**src/rtl/axi_common_pkg.sv**
```systemverilog
// rtl/axi_common_pkg.sv - shared AXI response encodings
package axi_common_pkg;

  localparam logic [1:0] RESP_OKAY   = 2'b00;
  localparam logic [1:0] RESP_EXOKAY = 2'b01;
  localparam logic [1:0] RESP_SLVERR = 2'b10;
  localparam logic [1:0] RESP_DECERR = 2'b11;

endpackage

```
**src/rtl/axi_lite_channel.sv**
```systemverilog
// rtl/axi_lite_channel.sv - AXI-lite channel bundle with master/slave views
interface axi_lite_channel #(
  parameter int ADDR_WIDTH = 32,
  parameter int DATA_WIDTH = 64
) (
  input logic clk,
  input logic rstn
);

  logic [ADDR_WIDTH-1:0]   aw_addr;
  logic                    aw_valid;
  logic                    aw_ready;
  logic [DATA_WIDTH-1:0]   w_data;
  logic [DATA_WIDTH/8-1:0] w_strb;
  logic                    w_valid;
  logic                    w_ready;
  logic [1:0]              b_resp;
  logic                    b_valid;
  logic                    b_ready;
  logic [ADDR_WIDTH-1:0]   ar_addr;
  logic                    ar_valid;
  logic                    ar_ready;
  logic [DATA_WIDTH-1:0]   r_data;
  logic [1:0]              r_resp;
  logic                    r_valid;
  logic                    r_ready;

  modport master (
    input  clk, rstn,
    output aw_addr, aw_valid, input aw_ready,
    output w_data, w_strb, w_valid, input w_ready,
    input  b_resp, b_valid, output b_ready,
    output ar_addr, ar_valid, input ar_ready,
    input  r_data, r_resp, r_valid, output r_ready
  );

  modport slave (
    input  clk, rstn,
    input  aw_addr, aw_valid, output aw_ready,
    input  w_data, w_strb, w_valid, output w_ready,
    output b_resp, b_valid, input b_ready,
    input  ar_addr, ar_valid, output ar_ready,
    output r_data, r_resp, r_valid, input r_ready
  );

endinterface

```
**src/rtl/fifo_sync.sv**
```systemverilog
// rtl/fifo_sync.sv - single-clock circular FIFO with occupancy count
module fifo_sync #(
  parameter int WIDTH   = 8,
  parameter int DEPTH   = 2,
  localparam int CNT_W  = $clog2(DEPTH + 1),
  localparam int PTR_W  = (DEPTH > 1) ? $clog2(DEPTH) : 1
) (
  input  logic             clk,
  input  logic             rst,
  input  logic             push,
  input  logic [WIDTH-1:0] push_data,
  input  logic             pop,
  output logic [WIDTH-1:0] pop_data,
  output logic             empty,
  output logic [CNT_W-1:0] count
);

  logic [WIDTH-1:0] mem_q [DEPTH];
  logic [WIDTH-1:0] mem_d [DEPTH];
  logic [PTR_W-1:0] wr_ptr_q, wr_ptr_d;
  logic [PTR_W-1:0] rd_ptr_q, rd_ptr_d;
  logic [CNT_W-1:0] count_q, count_d;
  logic             do_push, do_pop;

  // Pointers wrap explicitly so DEPTH need not be a power of two.
  function automatic logic [PTR_W-1:0] ptr_inc(input logic [PTR_W-1:0] p);
    return (p == PTR_W'(DEPTH - 1)) ? '0 : p + 1'b1;
  endfunction

  always_comb begin
    do_pop   = pop && (count_q != '0);
    do_push  = push && ((count_q != CNT_W'(DEPTH)) || do_pop);
    mem_d    = mem_q;
    wr_ptr_d = wr_ptr_q;
    rd_ptr_d = rd_ptr_q;
    count_d  = count_q;
    if (do_push) begin
      mem_d[wr_ptr_q] = push_data;
      wr_ptr_d        = ptr_inc(wr_ptr_q);
    end
    if (do_pop) begin
      rd_ptr_d = ptr_inc(rd_ptr_q);
    end
    case ({do_push, do_pop})
      2'b10:   count_d = count_q + 1'b1;
      2'b01:   count_d = count_q - 1'b1;
      default: count_d = count_q;
    endcase
  end

  always_ff @(posedge clk) begin
    if (rst) begin
      wr_ptr_q <= '0;
      rd_ptr_q <= '0;
      count_q  <= '0;
    end else begin
      wr_ptr_q <= wr_ptr_d;
      rd_ptr_q <= rd_ptr_d;
      count_q  <= count_d;
    end
  end

  always_ff @(posedge clk) begin
    mem_q <= mem_d;
  end

  assign pop_data = mem_q[rd_ptr_q];
  assign empty    = (count_q == '0);
  assign count    = count_q;

endmodule

```
**src/rtl/axi_lite_bram_ctrl_pl.sv**
```systemverilog
// rtl/axi_lite_bram_ctrl_pl.sv - AXI-lite slave onto one BRAM port, pipelined reads
// Writes and reads share the port under round-robin; read responses queue in a FIFO.
module axi_lite_bram_ctrl_pl
  import axi_common_pkg::*;
#(
  parameter int DATA_WIDTH      = 64,
  parameter int BRAM_ADDR_WIDTH = 12,
  parameter int READ_LATENCY    = 1,
  parameter int FIFO_DEPTH      = READ_LATENCY + 1
) (
  input  logic                       clk,
  input  logic                       rst,
  axi_lite_channel.slave             master,
  output logic                       bram_en,
  output logic [DATA_WIDTH/8-1:0]    bram_we,
  output logic [BRAM_ADDR_WIDTH-1:0] bram_addr,
  output logic [DATA_WIDTH-1:0]      bram_wrdata,
  input  logic [DATA_WIDTH-1:0]      bram_rddata
);

  localparam int STRB_W   = DATA_WIDTH / 8;
  localparam int ADDR_LSB = $clog2(STRB_W);
  localparam int HI_LSB   = BRAM_ADDR_WIDTH + ADDR_LSB;
  localparam int FCNT_W   = $clog2(FIFO_DEPTH + 1);
  localparam int CNT_W    = $clog2(FIFO_DEPTH + READ_LATENCY + 1);
  localparam int ENT_W    = DATA_WIDTH + 2;

  logic                    b_valid_q, b_valid_d;
  logic [1:0]              b_resp_q, b_resp_d;
  logic                    prio_w_q, prio_w_d;
  logic [READ_LATENCY-1:0] tag_vld_q, tag_vld_d;
  logic [READ_LATENCY-1:0] tag_err_q, tag_err_d;

  logic              aw_oor, ar_oor;
  logic              b_free, wr_elig, rd_elig, wr_grant, rd_grant;
  logic [CNT_W-1:0]  inflight, occ;
  logic              r_valid, fifo_push, fifo_pop, fifo_empty;
  logic [ENT_W-1:0]  fifo_wdata, fifo_rdata;
  logic [FCNT_W-1:0] fifo_count;

  always_comb begin
    aw_oor   = (master.aw_addr >> HI_LSB) != '0;
    ar_oor   = (master.ar_addr >> HI_LSB) != '0;
    inflight = CNT_W'($countones(tag_vld_q));
    r_valid  = !rst && !fifo_empty;
    fifo_pop = r_valid && master.r_ready;
    // A beat leaving this cycle frees its slot for a read accepted this cycle.
    occ      = inflight + CNT_W'(fifo_count) - CNT_W'(fifo_pop);
    b_free   = !b_valid_q || master.b_ready;
    wr_elig  = !rst && master.aw_valid && master.w_valid && b_free;
    rd_elig  = !rst && master.ar_valid && (occ < CNT_W'(FIFO_DEPTH));
    wr_grant = wr_elig && (!rd_elig || prio_w_q);
    rd_grant = rd_elig && !wr_grant;

    prio_w_d = prio_w_q;
    if (wr_elig && rd_elig) begin
      prio_w_d = !wr_grant;
    end

    b_valid_d = b_valid_q;
    b_resp_d  = b_resp_q;
    if (b_valid_q && master.b_ready) begin
      b_valid_d = 1'b0;
    end
    if (wr_grant) begin
      b_valid_d = 1'b1;
      b_resp_d  = aw_oor ? RESP_DECERR : RESP_OKAY;
    end

    tag_vld_d  = READ_LATENCY'({tag_vld_q, rd_grant});
    tag_err_d  = READ_LATENCY'({tag_err_q, ar_oor});
    fifo_push  = tag_vld_q[READ_LATENCY-1];
    fifo_wdata = tag_err_q[READ_LATENCY-1] ? {{DATA_WIDTH{1'b0}}, RESP_DECERR}
                                           : {bram_rddata, RESP_OKAY};

    bram_en     = (wr_grant && !aw_oor) || (rd_grant && !ar_oor);
    bram_we     = (wr_grant && !aw_oor) ? master.w_strb : '0;
    bram_addr   = wr_grant ? master.aw_addr[ADDR_LSB +: BRAM_ADDR_WIDTH]
                           : master.ar_addr[ADDR_LSB +: BRAM_ADDR_WIDTH];
    bram_wrdata = master.w_data;
  end

  always_ff @(posedge clk) begin
    if (rst) begin
      b_valid_q <= 1'b0;
      b_resp_q  <= RESP_OKAY;
      prio_w_q  <= 1'b1;
      tag_vld_q <= '0;
      tag_err_q <= '0;
    end else begin
      b_valid_q <= b_valid_d;
      b_resp_q  <= b_resp_d;
      prio_w_q  <= prio_w_d;
      tag_vld_q <= tag_vld_d;
      tag_err_q <= tag_err_d;
    end
  end

  fifo_sync #(
    .WIDTH (ENT_W),
    .DEPTH (FIFO_DEPTH)
  ) u_rsp_fifo (
    .clk       (clk),
    .rst       (rst),
    .push      (fifo_push),
    .push_data (fifo_wdata),
    .pop       (fifo_pop),
    .pop_data  (fifo_rdata),
    .empty     (fifo_empty),
    .count     (fifo_count)
  );

  assign master.aw_ready = wr_grant;
  assign master.w_ready  = wr_grant;
  assign master.ar_ready = rd_grant;
  assign master.b_valid  = b_valid_q && !rst;
  assign master.b_resp   = b_resp_q;
  assign master.r_valid  = r_valid;
  assign master.r_data   = fifo_rdata[ENT_W-1:2];
  assign master.r_resp   = fifo_rdata[1:0];

endmodule

```
**src/flat_wrapper.sv**
```systemverilog
// flat-port wrapper written by rule: the top's interface ports become plain ports
module axi_lite_bram_ctrl_pl_flat import axi_common_pkg::*;
#(
  parameter int DATA_WIDTH      = 64,
  parameter int BRAM_ADDR_WIDTH = 12,
  parameter int READ_LATENCY    = 1,
  parameter int FIFO_DEPTH      = READ_LATENCY + 1
)
  (clk, rst, bram_en, bram_we, bram_addr, bram_wrdata, bram_rddata, rstn, master_aw_addr, master_aw_valid, master_aw_ready, master_w_data, master_w_strb, master_w_valid, master_w_ready, master_b_resp, master_b_valid, master_b_ready, master_ar_addr, master_ar_valid, master_ar_ready, master_r_data, master_r_resp, master_r_valid, master_r_ready);
  axi_lite_channel #(.ADDR_WIDTH(32), .DATA_WIDTH(DATA_WIDTH)) master_i (.clk(clk), .rstn(rstn));
  input  logic clk;
  input  logic rst;
  output logic bram_en;
  output logic [DATA_WIDTH/8-1:0] bram_we;
  output logic [BRAM_ADDR_WIDTH-1:0] bram_addr;
  output logic [DATA_WIDTH-1:0] bram_wrdata;
  input  logic [DATA_WIDTH-1:0] bram_rddata;
  input wire logic rstn;
  input wire logic [$bits(master_i.aw_addr)-1:0] master_aw_addr;
  input wire logic [$bits(master_i.aw_valid)-1:0] master_aw_valid;
  output wire logic [$bits(master_i.aw_ready)-1:0] master_aw_ready;
  input wire logic [$bits(master_i.w_data)-1:0] master_w_data;
  input wire logic [$bits(master_i.w_strb)-1:0] master_w_strb;
  input wire logic [$bits(master_i.w_valid)-1:0] master_w_valid;
  output wire logic [$bits(master_i.w_ready)-1:0] master_w_ready;
  output wire logic [$bits(master_i.b_resp)-1:0] master_b_resp;
  output wire logic [$bits(master_i.b_valid)-1:0] master_b_valid;
  input wire logic [$bits(master_i.b_ready)-1:0] master_b_ready;
  input wire logic [$bits(master_i.ar_addr)-1:0] master_ar_addr;
  input wire logic [$bits(master_i.ar_valid)-1:0] master_ar_valid;
  output wire logic [$bits(master_i.ar_ready)-1:0] master_ar_ready;
  output wire logic [$bits(master_i.r_data)-1:0] master_r_data;
  output wire logic [$bits(master_i.r_resp)-1:0] master_r_resp;
  output wire logic [$bits(master_i.r_valid)-1:0] master_r_valid;
  input wire logic [$bits(master_i.r_ready)-1:0] master_r_ready;
  assign master_i.aw_addr = master_aw_addr;
  assign master_i.aw_valid = master_aw_valid;
  assign master_aw_ready = master_i.aw_ready;
  assign master_i.w_data = master_w_data;
  assign master_i.w_strb = master_w_strb;
  assign master_i.w_valid = master_w_valid;
  assign master_w_ready = master_i.w_ready;
  assign master_b_resp = master_i.b_resp;
  assign master_b_valid = master_i.b_valid;
  assign master_i.b_ready = master_b_ready;
  assign master_i.ar_addr = master_ar_addr;
  assign master_i.ar_valid = master_ar_valid;
  assign master_ar_ready = master_i.ar_ready;
  assign master_r_data = master_i.r_data;
  assign master_r_resp = master_i.r_resp;
  assign master_r_valid = master_i.r_valid;
  assign master_i.r_ready = master_r_ready;
  axi_lite_bram_ctrl_pl #(.DATA_WIDTH(DATA_WIDTH), .BRAM_ADDR_WIDTH(BRAM_ADDR_WIDTH), .READ_LATENCY(READ_LATENCY), .FIFO_DEPTH(FIFO_DEPTH)) u_core (.clk(clk), .rst(rst), .master(master_i), .bram_en(bram_en), .bram_we(bram_we), .bram_addr(bram_addr), .bram_wrdata(bram_wrdata), .bram_rddata(bram_rddata));
endmodule
```
**config.mk**
```make
export PLATFORM = sky130hd
export DESIGN_NAME = axi_lite_bram_ctrl_pl_flat
export DESIGN_NICKNAME = d
export VERILOG_FILES = /design/src/rtl/axi_common_pkg.sv /design/src/rtl/axi_lite_channel.sv /design/src/rtl/fifo_sync.sv /design/src/rtl/axi_lite_bram_ctrl_pl.sv /design/src/flat_wrapper.sv
export SDC_FILE = /design/constraint.sdc
export NUM_CORES = 1
export LEC_CHECK = 0
export CORE_AREA = 2 2 143 145
export DETAILED_ROUTE_END_ITERATION = 10
export DIE_AREA = 0 0 145 147
export GPL_ROUTABILITY_DRIVEN = 1
export HOLD_SLACK_MARGIN = 0.02
export PLACE_DENSITY = 0.69
export SLEW_MARGIN = 20
export SYNTH_ARGS = -nofsm -noshare
export SYNTH_HDL_FRONTEND = slang
export SYNTH_HIERARCHICAL = 1
export SYNTH_SLANG_ARGS = --single-unit
```
**constraint.sdc**
```tcl
create_clock -name clk -period 6.7 [get_ports clk]
set_clock_uncertainty 0.05 [all_clocks]
set_input_delay 1.34 -clock clk [delete_from_list [all_inputs] [get_ports clk]]
set_output_delay 1.34 -clock clk [all_outputs]
set_load 0.02 [all_outputs]
```
==> impl_metrics.env <==
export IMPL_ctsHoldBuffers=0
export IMPL_num_antenna_cells=0
export IMPL_grtUsageTotal_pct=16.69
export IMPL_area_delta_synth_final_pct=41.72
export IMPL_synth_distinct_cells=36
export IMPL_cp_end_kind="output port"
export IMPL_cp_required_ns=5.31
export IMPL_place_hpwl_um=13190
export IMPL_ir_drop_v=0.0001582
export IMPL_grt_setup_unrepaired="false"
export IMPL_r2r_start="u_core/u_rsp_fifo/count[1]$_SDFFE_PP0P_"
export IMPL_cp_common_cell="clkdlybuf4s50_1"
export IMPL_synth_seq_cells=141
export IMPL_tightest_slew_ns=0.9858
export IMPL_path_clk_slew_ns=0.06
export IMPL_synthesis_instances=434
export IMPL_design_area_sq_mm=0.009201
export IMPL_crit_fanout=4
export IMPL_first_iter_violations=260
export IMPL_syn_nets=644
export IMPL_synth_simple_area_share_pct=9.193
export IMPL_hold_class="reg -> reg"
export IMPL_clk_insertion_delay_late_ns=0.41
export IMPL_grt_pass1_wl_um=26480
export IMPL_min_period_ns=5.907
export IMPL_ff2ff_setup_slack_ns=4.01
export IMPL_die_w_um=145
export IMPL_status="finished clean"
export IMPL_drive_gt1_share_pct=15.21
export IMPL_crit_chain="clkdlybuf4s50_1, nor2_1, and2_1, ha_1, nor2b_1, xor2_1, a2111oi_0, a21o_2, clkdlybuf4s50_1"
export IMPL_cts_buffer_depth=2
export IMPL_synthFlopType="edfxtp_1"
export IMPL_core_area_sq_mm=0.01984
export IMPL_critPathKind="in -> out"
export IMPL_initial_utilization_pct=32.72
export IMPL_htreeDepth=4
export IMPL_crit_arrival_ns=4.52
export IMPL_synth_edf_count=132
export IMPL_layout_common_cells="clkdlybuf4s50_1 (230), edfxtp_1 (132), nor2b_1 (65)"
export IMPL_cts_tree="built"
export IMPL_setup_tns_final_ns=0
export IMPL_drv_cap=0
export IMPL_drc=0
export IMPL_nets=816
export IMPL_fmax_ghz=0.1693
export IMPL_setup_viol=0
export IMPL_pin_count=366
export IMPL_start_kind="input port"
export IMPL_relSlewSlack_pct=34.28
export IMPL_cp_endpoint="bram_en"
export IMPL_crit_path_max_incr_delay_ns=0.79
export IMPL_numCtsBuffers=17
export IMPL_startpoint="rst"
export IMPL_dieArea_sq_mm=0.02132
export IMPL_reg2reg_depth=6
export IMPL_vias_per_cell=4.514
export IMPL_drt_total_wl_um=17670
export IMPL_dpl_instance_area_sq_mm=0.008607
export IMPL_power_leakage_nw=3.110
export IMPL_power_density_mw_per_mm2=244.8
export IMPL_cts_setup_buffers=0
export IMPL_io_buffers=230
export IMPL_finalHoldViolCount=0
export IMPL_place_gp_congestion=1.017
export IMPL_synth_avg_cell_area_sq_um=14.96
export IMPL_ctsResizeCount=0
export IMPL_yosys_area_top_type="edfxtp_1"
export IMPL_wl_per_cell_um=19.90
export IMPL_grt_ovfl_total=0
export IMPL_die_height_um=147
export IMPL_synth_compound_area_share_pct=2.525
export IMPL_yosysWarningCount=6
export IMPL_grt_max_degree=68
export IMPL_async_flop_share_pct=0
export IMPL_synth_xor_area_share_pct=1.041
export IMPL_vias=4008
export IMPL_ys_seq_area_share_pct=63.83
export IMPL_netlist_area_sq_mm=0.006492
export IMPL_synthTopCellsByArea="edfxtp_1 (61%), buf_4 (8.0%), mux2_2 (7.8%)"
export IMPL_cts_sinks=141
export IMPL_root_buffer="clkbuf_16"
export IMPL_firstDrtPassIters=4
export IMPL_finalCritPeriodShare_pct=88.16
export IMPL_rows=52
export IMPL_synthAdderAreaFrac_pct=0.3854
export IMPL_antenna_found_initial=0
export IMPL_rr_endpoint="u_core/u_rsp_fifo/mem_q[33]$_DFFE_PP_"
export IMPL_grt_pass1_vias=4358
export IMPL_synth_top_area_share_pct=61.05
export IMPL_postRouteAntennaNets=0
export IMPL_synth_area_mux_share_pct=13.76
export IMPL_crit_path_top_delay_cell="a2111oi_0"
export IMPL_synth_top_family_by_area="multiplexers"
export IMPL_mostFrequentLayoutCell="clkdlybuf4s50_1"
export IMPL_drv_slew=0
[state kept, by name (all words and copies together) (netlist names)]
| register | flops |
|---|---|
| u_core/master.b_resp | 1 |
| u_core/u_rsp_fifo/rd_ptr_q | 1 |
| u_core/u_rsp_fifo/count | 2 |
| u_core/tag_err_q | 1 |
| u_core/prio_w_q | 1 |
| u_core/u_rsp_fifo/mem_q | 132 |
| u_core/fifo_push | 1 |
| u_core/u_rsp_fifo/wr_ptr_q | 1 |
| u_core/b_valid_q | 1 |
[layout make-up]
class                           instances  area [sq um]
Inverter                                7         26.28
Clock inverter                         14         168.9
Fill cell                            1734         10640
Timing Repair Buffer                  234          2332
Tap cell                              270         337.8
Sequential cell                       141          4149
Clock buffer                           17         425.4
Multi-Input combinational cell        205          1762
[Yosys cell counts (all sizes together), types with 3 or more instances]
cell and instances:
edfxtp 132, mux2 79, buf 74, nor2b 65
nor2 13, and2 9, dfxtp 9, nor4 8
clkbuf 7, inv 7, a2111oi 4, a21o 3
a21oi 3, or3 3, xnor2 3, xor2 3
[per-layer routing]
layer / GRT usage, % / part of all wire, %
met1: 18.79 / 38
met2: 28.21 / 51
met3: 7.516 / 9.5
met4: 5.495 / 1.8
met5: 1.364 / 0
[worst min path at each step]
stage | start | end | slack [ns] | depth (start not counted)
4_1_cts | u_core/master.b_resp[0]$_SDFFE_PP0N_ | u_core/master.b_resp[0]$_SDFFE_PP0N_ | 0.45 | 2
3_3_place_gp | u_core/master.b_resp[0]$_SDFFE_PP0N_ | u_core/master.b_resp[0]$_SDFFE_PP0N_ | 0.42 | 2
6_report | u_core/master.b_resp[0]$_SDFFE_PP0N_ | u_core/master.b_resp[0]$_SDFFE_PP0N_ | 0.45 | 2
5_1_grt | u_core/master.b_resp[0]$_SDFFE_PP0N_ | u_core/master.b_resp[0]$_SDFFE_PP0N_ | 0.49 | 2
3_5_place_dp | u_core/master.b_resp[0]$_SDFFE_PP0N_ | u_core/master.b_resp[0]$_SDFFE_PP0N_ | 0.44 | 2
2_1_floorplan | u_core/tag_err_q$_SDFF_PP0_ | u_core/u_rsp_fifo/mem_q[0]$_DFFE_PP_ | 0.41 | 0
[where the power goes]
group	total, W	internal [W]	switching [W]	leakage, nW
combinational	0.000289	0.000162	0.000127	1.52
sequential	0.00102	0.00101	0.0000155	1.30
clock	0.000942	0.000584	0.000358	0.290
[cells by family after synthesis]
logic type                 after synthesis
AOI/OAI and AO/OA                       17
buffers and inverters                   88
and+or+nand+nor                        101
muxes                                   79
adders and majority gates                2
DFF                                    141
xor gates and xnor gates                 6
[stage by stage]
| stage | setup WS, ns | utilization (%) | total power (W) | cells | hold slack, ns |
|---|---|---|---|---|---|
| after floorplan | 1.211 | - | 0.001217 | 434 | 0.4083 |
| after global placement | 0.8905 | 43.37 | 0.001324 | 857 | 0.4224 |
| after detailed placement | 0.7805 | 43.37 | 0.001331 | 857 | 0.4434 |
| after CTS | 0.7478 | 46.37 | 0.002284 | 888 | 0.4543 |
| after global routing | 0.6561 | 46.37 | 0.002340 | 888 | 0.4885 |
| final | 0.7930 | 46.37 | 0.002252 | 888 | 0.4513 |
[critical path: cells and delay by family]
| family | cells | cell delay, ns |
|---|---|---|
| buffers and inverters | 2 | 1.05 |
| AOI/OAI and AO/OA | 2 | 1.04 |
| xor gates and xnor gates | 1 | 0.18 |
| adders and majority gates | 1 | 0.26 |
| and+or+nand+nor | 3 | 0.66 |
Power figures use the tool's default switching activity.
